**config.mk**
```make
export PLATFORM = sky130hd
export DESIGN_NAME = nrisc_idata_loader
export DESIGN_NICKNAME = d
export VERILOG_FILES = /design/src/rtl/nrisc_idata_loader.sv
export SDC_FILE = /design/constraint.sdc
export NUM_CORES = 1
export LEC_CHECK = 0
export ABC_AREA = 1
export BUFFER_PORTS_ARGS = -buffer_cell sky130_fd_sc_hd__buf_2
export CAP_MARGIN = 10
export CORE_MARGIN = 2
export CORE_UTILIZATION = 50
export DETAILED_ROUTE_END_ITERATION = 16
export HOLD_SLACK_MARGIN = 0.02
export PLACE_DENSITY_LB_ADDON = 0.08
export SKIP_LAST_GASP = 1
export SLEW_MARGIN = 20
export SYNTH_ARGS = -nofsm -noshare
export SYNTH_HDL_FRONTEND = slang
export SYNTH_SLANG_ARGS = --single-unit
```
**constraint.sdc**
```tcl
create_clock -name clk -period 3.3 [get_ports clk]
set_input_delay 0.99 -clock clk [delete_from_list [all_inputs] [get_ports clk]]
set_output_delay 0.99 -clock clk [all_outputs]
set_load 0.05 [all_outputs]
```
**src/rtl/nrisc_idata_loader.sv**
```systemverilog
// Program loader for the NRISC IData programming port: parses framed byte stream,
// writes 16-bit words at auto-incrementing addresses and holds the core while loading.
module nrisc_idata_loader #(
  parameter int N_IData     = 10,
  parameter int TIMEOUT_CYC = 65535
) (
  input  logic        clk,
  input  logic        rst,
  input  logic [7:0]  rx_data,
  input  logic        rx_valid,
  output logic        rx_ready,
  output logic        IDATA_PROG_write,
  output logic [9:0]  IDATA_PROG_addr,
  output logic [15:0] IDATA_PROG_data,
  output logic        core_hold,
  output logic        load_done,
  output logic        err_chk,
  output logic        err_range,
  output logic        err_tmo
);

  localparam logic [7:0]  SYNC     = 8'hA5;
  localparam logic [16:0] DEPTH    = 17'(1) << N_IData;
  localparam logic [15:0] TMO_LAST = 16'(TIMEOUT_CYC - 1);

  typedef enum logic [3:0] {
    S_IDLE, S_ADDR_H, S_ADDR_L, S_CNT_H, S_CNT_L, S_DATA_H, S_DATA_L, S_WRITE, S_CHK
  } state_t;

  state_t               r_state, w_next;
  logic [15:0]          r_addr;
  logic [7:0]           r_cnt_h;
  logic [15:0]          r_rem;
  logic [N_IData-1:0]   r_wptr;
  logic [7:0]           r_word_h;
  logic [7:0]           r_xor;
  logic [15:0]          r_tmo;
  logic                 r_write;
  logic [9:0]           r_paddr;
  logic [15:0]          r_pdata;
  logic                 r_hold, r_done, r_echk, r_erange, r_etmo;

  logic        w_acc;
  logic        w_tmo;
  logic [15:0] w_cnt;
  logic        w_range_bad;

  assign rx_ready    = (r_state != S_WRITE);
  assign w_acc       = rx_valid & rx_ready;
  assign w_cnt       = {r_cnt_h, rx_data};
  // 17-bit sum so an address near 0xFFFF cannot wrap past the depth check
  assign w_range_bad = ({1'b0, r_addr} + {1'b0, w_cnt}) > DEPTH;
  assign w_tmo       = (r_state != S_IDLE) && !w_acc && (r_tmo == TMO_LAST);

  assign IDATA_PROG_write = r_write;
  assign IDATA_PROG_addr  = r_paddr;
  assign IDATA_PROG_data  = r_pdata;
  assign core_hold        = r_hold;
  assign load_done        = r_done;
  assign err_chk          = r_echk;
  assign err_range        = r_erange;
  assign err_tmo          = r_etmo;

  always_ff @(posedge clk or negedge rst) begin
    if (!rst) r_state <= S_IDLE;
    else      r_state <= w_next;
  end

  always_comb begin
    w_next = r_state;
    if (w_tmo) begin
      w_next = S_IDLE;
    end else begin
      case (r_state)
        S_IDLE:   if (w_acc && rx_data == SYNC) w_next = S_ADDR_H;
        S_ADDR_H: if (w_acc) w_next = S_ADDR_L;
        S_ADDR_L: if (w_acc) w_next = S_CNT_H;
        S_CNT_H:  if (w_acc) w_next = S_CNT_L;
        S_CNT_L:
          if (w_acc) begin
            if (w_range_bad)        w_next = S_IDLE;
            else if (w_cnt == '0)   w_next = S_CHK;
            else                    w_next = S_DATA_H;
          end
        S_DATA_H: if (w_acc) w_next = S_DATA_L;
        S_DATA_L: if (w_acc) w_next = S_WRITE;
        S_WRITE:  w_next = (r_rem == 16'd1) ? S_CHK : S_DATA_H;
        S_CHK:    if (w_acc) w_next = S_IDLE;
        default:  w_next = S_IDLE;
      endcase
    end
  end

  always_ff @(posedge clk or negedge rst) begin
    if (!rst) begin
      r_addr   <= '0;
      r_cnt_h  <= '0;
      r_rem    <= '0;
      r_wptr   <= '0;
      r_word_h <= '0;
      r_xor    <= '0;
      r_tmo    <= '0;
      r_write  <= 1'b0;
      r_paddr  <= '0;
      r_pdata  <= '0;
      r_hold   <= 1'b0;
      r_done   <= 1'b0;
      r_echk   <= 1'b0;
      r_erange <= 1'b0;
      r_etmo   <= 1'b0;
    end else begin
      r_write  <= 1'b0;
      r_done   <= 1'b0;
      r_echk   <= 1'b0;
      r_erange <= 1'b0;
      r_etmo   <= w_tmo;

      // idle gap counter; an accepted byte always beats expiry
      if (r_state == S_IDLE || w_acc || w_tmo) r_tmo <= '0;
      else                                     r_tmo <= r_tmo + 16'd1;

      if (r_state == S_WRITE) begin
        r_wptr <= r_wptr + 1'b1;
        r_rem  <= r_rem - 16'd1;
      end

      if (w_acc) begin
        case (r_state)
          S_IDLE:
            if (rx_data == SYNC) begin
              r_hold <= 1'b1;
              r_xor  <= '0;
            end
          S_ADDR_H: begin r_addr[15:8] <= rx_data; r_xor <= r_xor ^ rx_data; end
          S_ADDR_L: begin r_addr[7:0]  <= rx_data; r_xor <= r_xor ^ rx_data; end
          S_CNT_H:  begin r_cnt_h      <= rx_data; r_xor <= r_xor ^ rx_data; end
          S_CNT_L: begin
            r_xor <= r_xor ^ rx_data;
            if (w_range_bad) begin
              r_erange <= 1'b1;
            end else begin
              r_wptr <= r_addr[N_IData-1:0];
              r_rem  <= w_cnt;
            end
          end
          S_DATA_H: begin r_word_h <= rx_data; r_xor <= r_xor ^ rx_data; end
          S_DATA_L: begin
            r_xor   <= r_xor ^ rx_data;
            r_write <= 1'b1;
            r_paddr <= 10'(r_wptr);
            r_pdata <= {r_word_h, rx_data};
          end
          S_CHK:
            if (rx_data == r_xor) begin
              r_done <= 1'b1;
              r_hold <= 1'b0;
            end else begin
              r_echk <= 1'b1;
            end
          default: ;
        endcase
      end
    end
  end

endmodule

```
==> results.py, run 1 <==
metrics = {
    "setup_path": {
        "r2r_cells": 18,
        "critPathKind": "in2reg",
        "r2r_end": "r_wptr[6]",
        "max_stage_delay_ns": 0.38,
        "r2r_setup_slack_ns": 0.52,
        "crit_chain": "buf_2, ha_1, fa_1, nand2_1, nand2_2, nand3_1, nand2_2, nand2_2, nand2_1, nand2_1, nand2_1, nor2_1, nand2_1, nor2_2, nand2_2, nor2_4, nand2_4, nor2_1, nor2_1",
        "crit_path_top_delay_cell": "fa_1",
        "end_kind": "flip-flop",
        "critPathLaunchType": "input pin",
        "crit_arrival_ns": 3.26,
        "cp.required_ns": 3.62,
        "path_max_fanout": 19,
        "critPathMostFrequentCell": "nand2_1",
        "critical_path.top_delay_family": "simple AND/OR/NAND/NOR gates",
        "path_buf_inv": 1,
        "timing.rr.start": "r_addr[0]",
    },
    "synth": {
        "syn-num-nets": 924,
        "syn_area_per_cell_um2": 7.45,
        "yosysWarnings": 0,
        "syn_area_um2": 6640,
        "synth-async-reset-ratio_pct": 100,
        "syn_inst": 891,
        "synth_seq_cells": 118,
        "synth.distinct_cells": 41,
        "synth_edf_count": 0,
        "synth_ff_type": "dfrtp_1",
        "synth-seq-area-share_pct": 44.5,
    },
    "grt": {
        "grt-ovfl-total": 0,
        "grt_use_total_pct": 24.4,
        "grt_pass1_wl_mm": 27.0,
        "grt_antenna_before_repair": 0,
        "grt_pass1_vias": 5414,
        "grt_max_degree": 77,
    },
    "timing": {
        "finalSetupTns_ns": 0,
        "tightest_slew_ns": 0.678,
        "fin_skew_ns": 0.00957,
        "finalMaxSlewViolations": 0,
        "fin_crit_sh_pct": 89.2,
        "fmax_mhz": 340,
        "hold_slack_ns": 0.368,
        "rsz0062_at_grt": "false",
        "hold_viol_final": 0,
        "setup_viol": 0,
        "relSlewSlack_pct": 54.4,
        "layout_min_cycle_time_ns": 2.94,
        "fin_ws_ns": 0.356,
    },
    "floorplanning": {
        "die_y_um": 119,
        "ios": 44,
        "dieArea_um2": 14200,
        "rows": 42,
        "core_area_um2": 13100,
        "initial_core_util_pct": 50.8,
        "die_w_um": 119,
    },
    "clock_network": {
        "cts_tree": "yes",
        "clk_pin_slew_ns": 0.06,
        "post-cts-setup-buffers": 0,
        "clock_latency_ns": 0.42,
        "cts_hold_buf": 0,
        "cts_resized": 0,
        "cts_root_buf": "clkbuf_16",
        "cts.htree.levels": 4,
        "cts_buffers": 17,
        "cts_num_sinks": 118,
        "clk_path_buf_depth": 2,
    },
    "cells_and_area": {
        "antennaDiodeCount": 0,
        "fill_cells": 1206,
        "syn2layout_area_growth_pct": 16.8,
        "layout.nets": 989,
        "drive_above_1_share_pct": 12.6,
        "multi_input_area_um2": 3040,
        "seq_area_um2": 2950,
    },
    "drt": {
        "drcViolationCount": 0,
        "vias": 5798,
        "postRouteAntennaNets": 0,
        "dr.pass1.iters": 5,
        "viasPerCell": 5.06,
        "first_iter_violations": 410,
        "wire_per_inst_um": 14.3,
        "finalWirelength_mm": 16.4,
    },
    "placed_design": {
        "gp_congestion": 0.946,
        "dpl_worst_slack_ns": -0.0693,
        "io_buffers": 43,
        "dpl.hpwl_mm": 12.1,
    },
    "power_and_ir_drop": {
        "p_total_uw": 7550,
        "power.leakage_uw": 0.00411,
        "power_density_nw_per_um2": 974,
        "vdd.ir_drop.worst_v": 0.000390,
    },
    "worst_hold_path": {
        "hp-class": "in2async",
    },
    "run": {
        "maxCapViolations": 0,
    },
    "run_status": {
        "status": "completed",
    },
}
cell usage after synthesis, types with 3 or more instances:
cell / instances / area share [%]
nor4_1: 6 / 0.57
nand2_2: 9 / 0.85
nand3_1: 40 / 3.0
clkbuf_1: 9 / 0.51
nor2_1: 85 / 4.8
o21ai_0: 66 / 5.0
xor2_1: 19 / 2.5
a21oi_1: 18 / 1.4
nor2_2: 12 / 1.1
ha_1: 21 / 4.0
nor3b_1: 3 / 0.34
nand2_1: 253 / 14
nor3_1: 14 / 1.1
inv_1: 152 / 8.6
nand3b_1: 3 / 0.34
xnor2_1: 9 / 1.2
dfrtp_1: 118 / 44
and2_1: 3 / 0.28
o22ai_1: 8 / 0.75
nand4_1: 17 / 1.6
state kept, by name (all words and copies together) (netlist names):
signal	flops
load_done	1
r_xor	8
core_hold	1
r_state	4
IDATA_PROG_write	1
err_tmo	1
r_tmo	16
IDATA_PROG_addr	10
r_word_h	8
r_rem	16
r_addr	16
r_cnt_h	8
err_range	1
r_wptr	10
IDATA_PROG_data	16
err_chk	1
worst max path at each step:
stage / startpoint / to / slack [ns] / depth (start not counted)
global placement: rx_data[0] / r_wptr[9] / 0.001 / 17
CTS: rx_data[0] / r_wptr[6] / 0.38 / 19
detailed placement: rx_data[0] / r_wptr[6] / -0.07 / 19
floorplan: rx_data[0] / r_rem[10] / 0.23 / 17
global route: rx_data[0] / r_wptr[6] / 0.15 / 19
finish: rx_data[0] / r_wptr[6] / 0.36 / 19
power by group:
group | total, uW | internal, uW | leakage (uW) | switching, uW
registers | 2480 | 1990 | 0.00146 | 492
clock network | 1810 | 1150 | 0.000275 | 662
logic | 3260 | 1050 | 0.00237 | 2210
area by class of cell:
class                   count  area share (%)
multi-input cells         605            39.1
flip-flops and latches    118            38.1
inverters                 154            7.45
clock buffers              21            5.94
repair buffers             60            4.94
well taps                 176            2.84
clock inverters            11            1.63
metal layers:
layer  global-route usage [%]  wire [um]  up-vias
met4                     9.75        413        0
li1                         -          -     2936
met1                     32.3       7500     2675
met3                     6.42        958       33
met5                        0          0        -
met2                     38.3       7540      154
cells by family after synthesis:
| logic type | count (synthesis) | share of synthesized area (%) |
|---|---|---|
| buf+inv | 168 | 9.82 |
| flops | 118 | 44.5 |
| fa+ha+maj | 22 | 4.26 |
| compound gates | 101 | 8.23 |
| xor+xnor | 28 | 3.69 |
| simple gates | 454 | 29.5 |
per-stage QoR:
step	utilization, %	instances	cell area [um^2]
global placement	54.8	1113	7170
floorplan	-	891	6640
detailed placement	54.8	1113	7170
CTS	59.3	1145	7760
finish	59.3	1145	7760
global route	59.3	1145	7760
cells in the final DEF, fill, tap and decap left out, types with 3 or more instances in the layout:
| cell | netlist | final |
|---|---|---|
| inv_2 | 2 | 3 |
| clkinvlp_4 | 0 | 4 |
| inv_1 | 152 | 151 |
| a21oi_1 | 18 | 18 |
| and2_1 | 3 | 3 |
| xor2_1 | 19 | 19 |
| nand3b_1 | 3 | 3 |
| nand3_1 | 40 | 40 |
| dfrtp_1 | 118 | 118 |
| nor2_1 | 85 | 85 |
| nand4_1 | 17 | 17 |
| clkbuf_16 | 0 | 17 |
| nor3b_1 | 3 | 3 |
| buf_4 | 1 | 15 |
| nor2_2 | 12 | 12 |
| nor4_1 | 6 | 6 |
| o21ai_0 | 66 | 66 |
| xnor2_1 | 9 | 9 |
| o22ai_1 | 8 | 8 |
| buf_12 | 0 | 3 |
| nand2_1 | 253 | 253 |
| nor3_1 | 14 | 14 |
| buf_2 | 2 | 42 |
| ha_1 | 21 | 21 |
| nand2_2 | 9 | 9 |
| clkinv_4 | 0 | 3 |
No activity file was read; power rests on OpenSTA's default activity.
==> run 2, diff against run 1 <==
--- a/config.mk
+++ b/config.mk
@@ -10,9 +10,10 @@
 export CAP_MARGIN = 10
 export CORE_MARGIN = 2
 export CORE_UTILIZATION = 50
+export CTS_CLUSTER_SIZE = 40
 export DETAILED_ROUTE_END_ITERATION = 16
 export HOLD_SLACK_MARGIN = 0.02
-export PLACE_DENSITY_LB_ADDON = 0.08
+export PLACE_DENSITY = 0.78
 export SKIP_LAST_GASP = 1
 export SLEW_MARGIN = 20
 export SYNTH_ARGS = -nofsm -noshare
==> run 2 against run 1 <==
  * Final area increased by 0.27%
  * Routed wire length is 0.74% lower
  * Count of clock-buffer cells in the layout decreased by 4
  * Utilization grew 0.16 points
  * Combinational power up 1%
  * Worst hold slack better by 0.10 ns
  * Critical path type unchanged
  * Largest cell class unchanged
==> results.py, run 2 (same netlist as run 1, synthesis figures left out) <==
metrics = {
    "run_status": {
        "status": "completed",
    },
    "clock_network": {
        "clk_pin_slew_ns": 0.05,
        "cts_buffers": 17,
        "cts_tree": "yes",
        "clk_path_buf_depth": 2,
        "post-cts-setup-buffers": 0,
        "cts.htree.levels": 4,
        "cts_num_sinks": 118,
        "clock_latency_ns": 0.42,
        "cts_hold_buf": 0,
        "cts_resized": 0,
        "cts_root_buf": "clkbuf_16",
    },
    "timing": {
        "fin_skew_ns": 0.00708,
        "fmax_mhz": 337,
        "hold_viol_final": 0,
        "layout_min_cycle_time_ns": 2.97,
        "relSlewSlack_pct": 35.1,
        "tightest_slew_ns": 0.968,
        "finalMaxSlewViolations": 0,
        "rsz0062_at_grt": "false",
        "fin_crit_sh_pct": 89.9,
        "fin_ws_ns": 0.334,
        "setup_viol": 0,
    },
    "power_and_ir_drop": {
        "vdd.ir_drop.worst_v": 0.000652,
        "power.leakage_uw": 0.00413,
        "power_density_nw_per_um2": 981,
    },
    "setup_path": {
        "critPathKind": "in2reg",
        "critical_path.top_delay_family": "simple AND/OR/NAND/NOR gates",
        "timing.rr.start": "r_addr[0]",
        "max_stage_delay_ns": 0.39,
        "end_kind": "flip-flop",
        "critPathLaunchType": "input pin",
        "path_buf_inv": 4,
        "path_max_fanout": 10,
        "crit_arrival_ns": 3.31,
        "crit_path_top_delay_cell": "fa_1",
        "critPathMostFrequentCell": "nand2_1",
        "startpoint": "rx_data[0]",
        "cp.required_ns": 3.65,
        "crit_chain": "buf_2, ha_1, fa_1, nand2_1, nand2_2, nand3_1, nand2_2, nand2_2, nand2_1, nand2_1, nand2_1, nor2_1, nand2_1, nor2_2, nand4_1, buf_4, buf_4, nand2_1, inv_1, nor2_1",
    },
    "grt": {
        "grt-ovfl-total": 0,
        "grt_max_degree": 50,
        "grt_use_total_pct": 24.6,
        "grt_pass1_vias": 5514,
        "grt_antenna_before_repair": 0,
        "grt_pass1_wl_mm": 27.2,
    },
    "placed_design": {
        "dpl.hpwl_mm": 11.8,
        "io_buffers": 43,
        "gp_congestion": 0.938,
        "dpl_worst_slack_ns": -0.0515,
    },
    "floorplanning": {
        "dieArea_um2": 14200,
        "die_y_um": 119,
        "core_area_um2": 13100,
        "initial_core_util_pct": 50.8,
        "ios": 44,
        "die_w_um": 119,
        "rows": 42,
    },
    "drt": {
        "first_iter_violations": 589,
        "vias": 5883,
        "dr.pass1.iters": 8,
        "wire_per_inst_um": 14.2,
        "drcViolationCount": 0,
        "postRouteAntennaNets": 0,
        "finalWirelength_mm": 16.3,
        "viasPerCell": 5.13,
    },
    "cells_and_area": {
        "fill_cells": 1132,
        "seq_area_um2": 2950,
        "layout_common_cells": "nand2_1 (253), inv_1 (151), dfrtp_1 (118)",
        "layout_commonest_cell": "nand2_1",
        "fin_util_pct": 59.4,
        "multi_input_area_um2": 3040,
        "syn2layout_area_growth_pct": 17.1,
        "antennaDiodeCount": 0,
        "drive_above_1_share_pct": 12.9,
        "layout.nets": 991,
    },
    "worst_hold_path": {
        "hp-start": "IDATA_PROG_data[9]",
        "hp-class": "reg2reg",
    },
    "run": {
        "maxCapViolations": 0,
    },
}
## run 2: cell types whose count changed in the layout (fill, tap and decap cells not counted), sizes merged
cell | before | now
clkinvlp | 4 | 3
buf | 60 | 62
clkinv | 5 | 9
clkbuf | 21 | 17
bufinv | 2 | 3
## run 2: worst paths after layout
kind                                        to  slack, ns  cells past startpoint
min reg2reg                 IDATA_PROG_data[9]       0.47                      2
min                         IDATA_PROG_data[9]       0.47                      2
min in group asynchronous             r_tmo[1]       0.48                      1
max reg2reg                           r_rem[5]       0.50                     19
max                                   r_rem[5]       0.33                     20
max in group asynchronous  IDATA_PROG_data[12]       2.21                      2
## run 2: metal layers
metal  global-route usage (%)  vias to the layer above  wire length, um
li1                         -                     2940                -
met1                     33.6                     2706             7390
met2                     37.9                      205             7540
met3                     5.08                       32              955
met4                     10.8                        0              401
met5                        0                        -                0
## run 2: through the flow
| step | instances | power [uW] | hold WS (ns) | area [um^2] | setup TNS, ns |
|---|---|---|---|---|---|
| floorplan | 891 | 4870 | 0.450 | 6640 | 0 |
| global placement | 1115 | 5650 | 0.452 | 7170 | 0 |
| detailed placement | 1115 | 5720 | 0.457 | 7170 | -0.648 |
| CTS | 1147 | 7630 | 0.471 | 7780 | 0 |
| global route | 1147 | 8200 | 0.490 | 7780 | 0 |
| finish | 1147 | 7630 | 0.471 | 7780 | 0 |
## run 2: power breakdown
part	internal, uW	switching, uW
sequential	1990	466
clock	1190	685
combinational	1060	2250
## run 2: layout make-up
| type | count | share of cell area (%) |
|---|---|---|
| Clock inverter | 15 | 2.32 |
| Inverter | 154 | 7.43 |
| Multi-Input combinational cell | 605 | 39.0 |
| Timing Repair Buffer | 62 | 4.95 |
| Sequential cell | 118 | 38.0 |
| Clock buffer | 17 | 5.47 |
| Tap cell | 176 | 2.83 |
## run 2: tightest hold or removal path, stage by stage, from the launching register on
cell	delay, ns
dfrtp_1	0.34
nand2_1	0.05
nand2_1	0.05
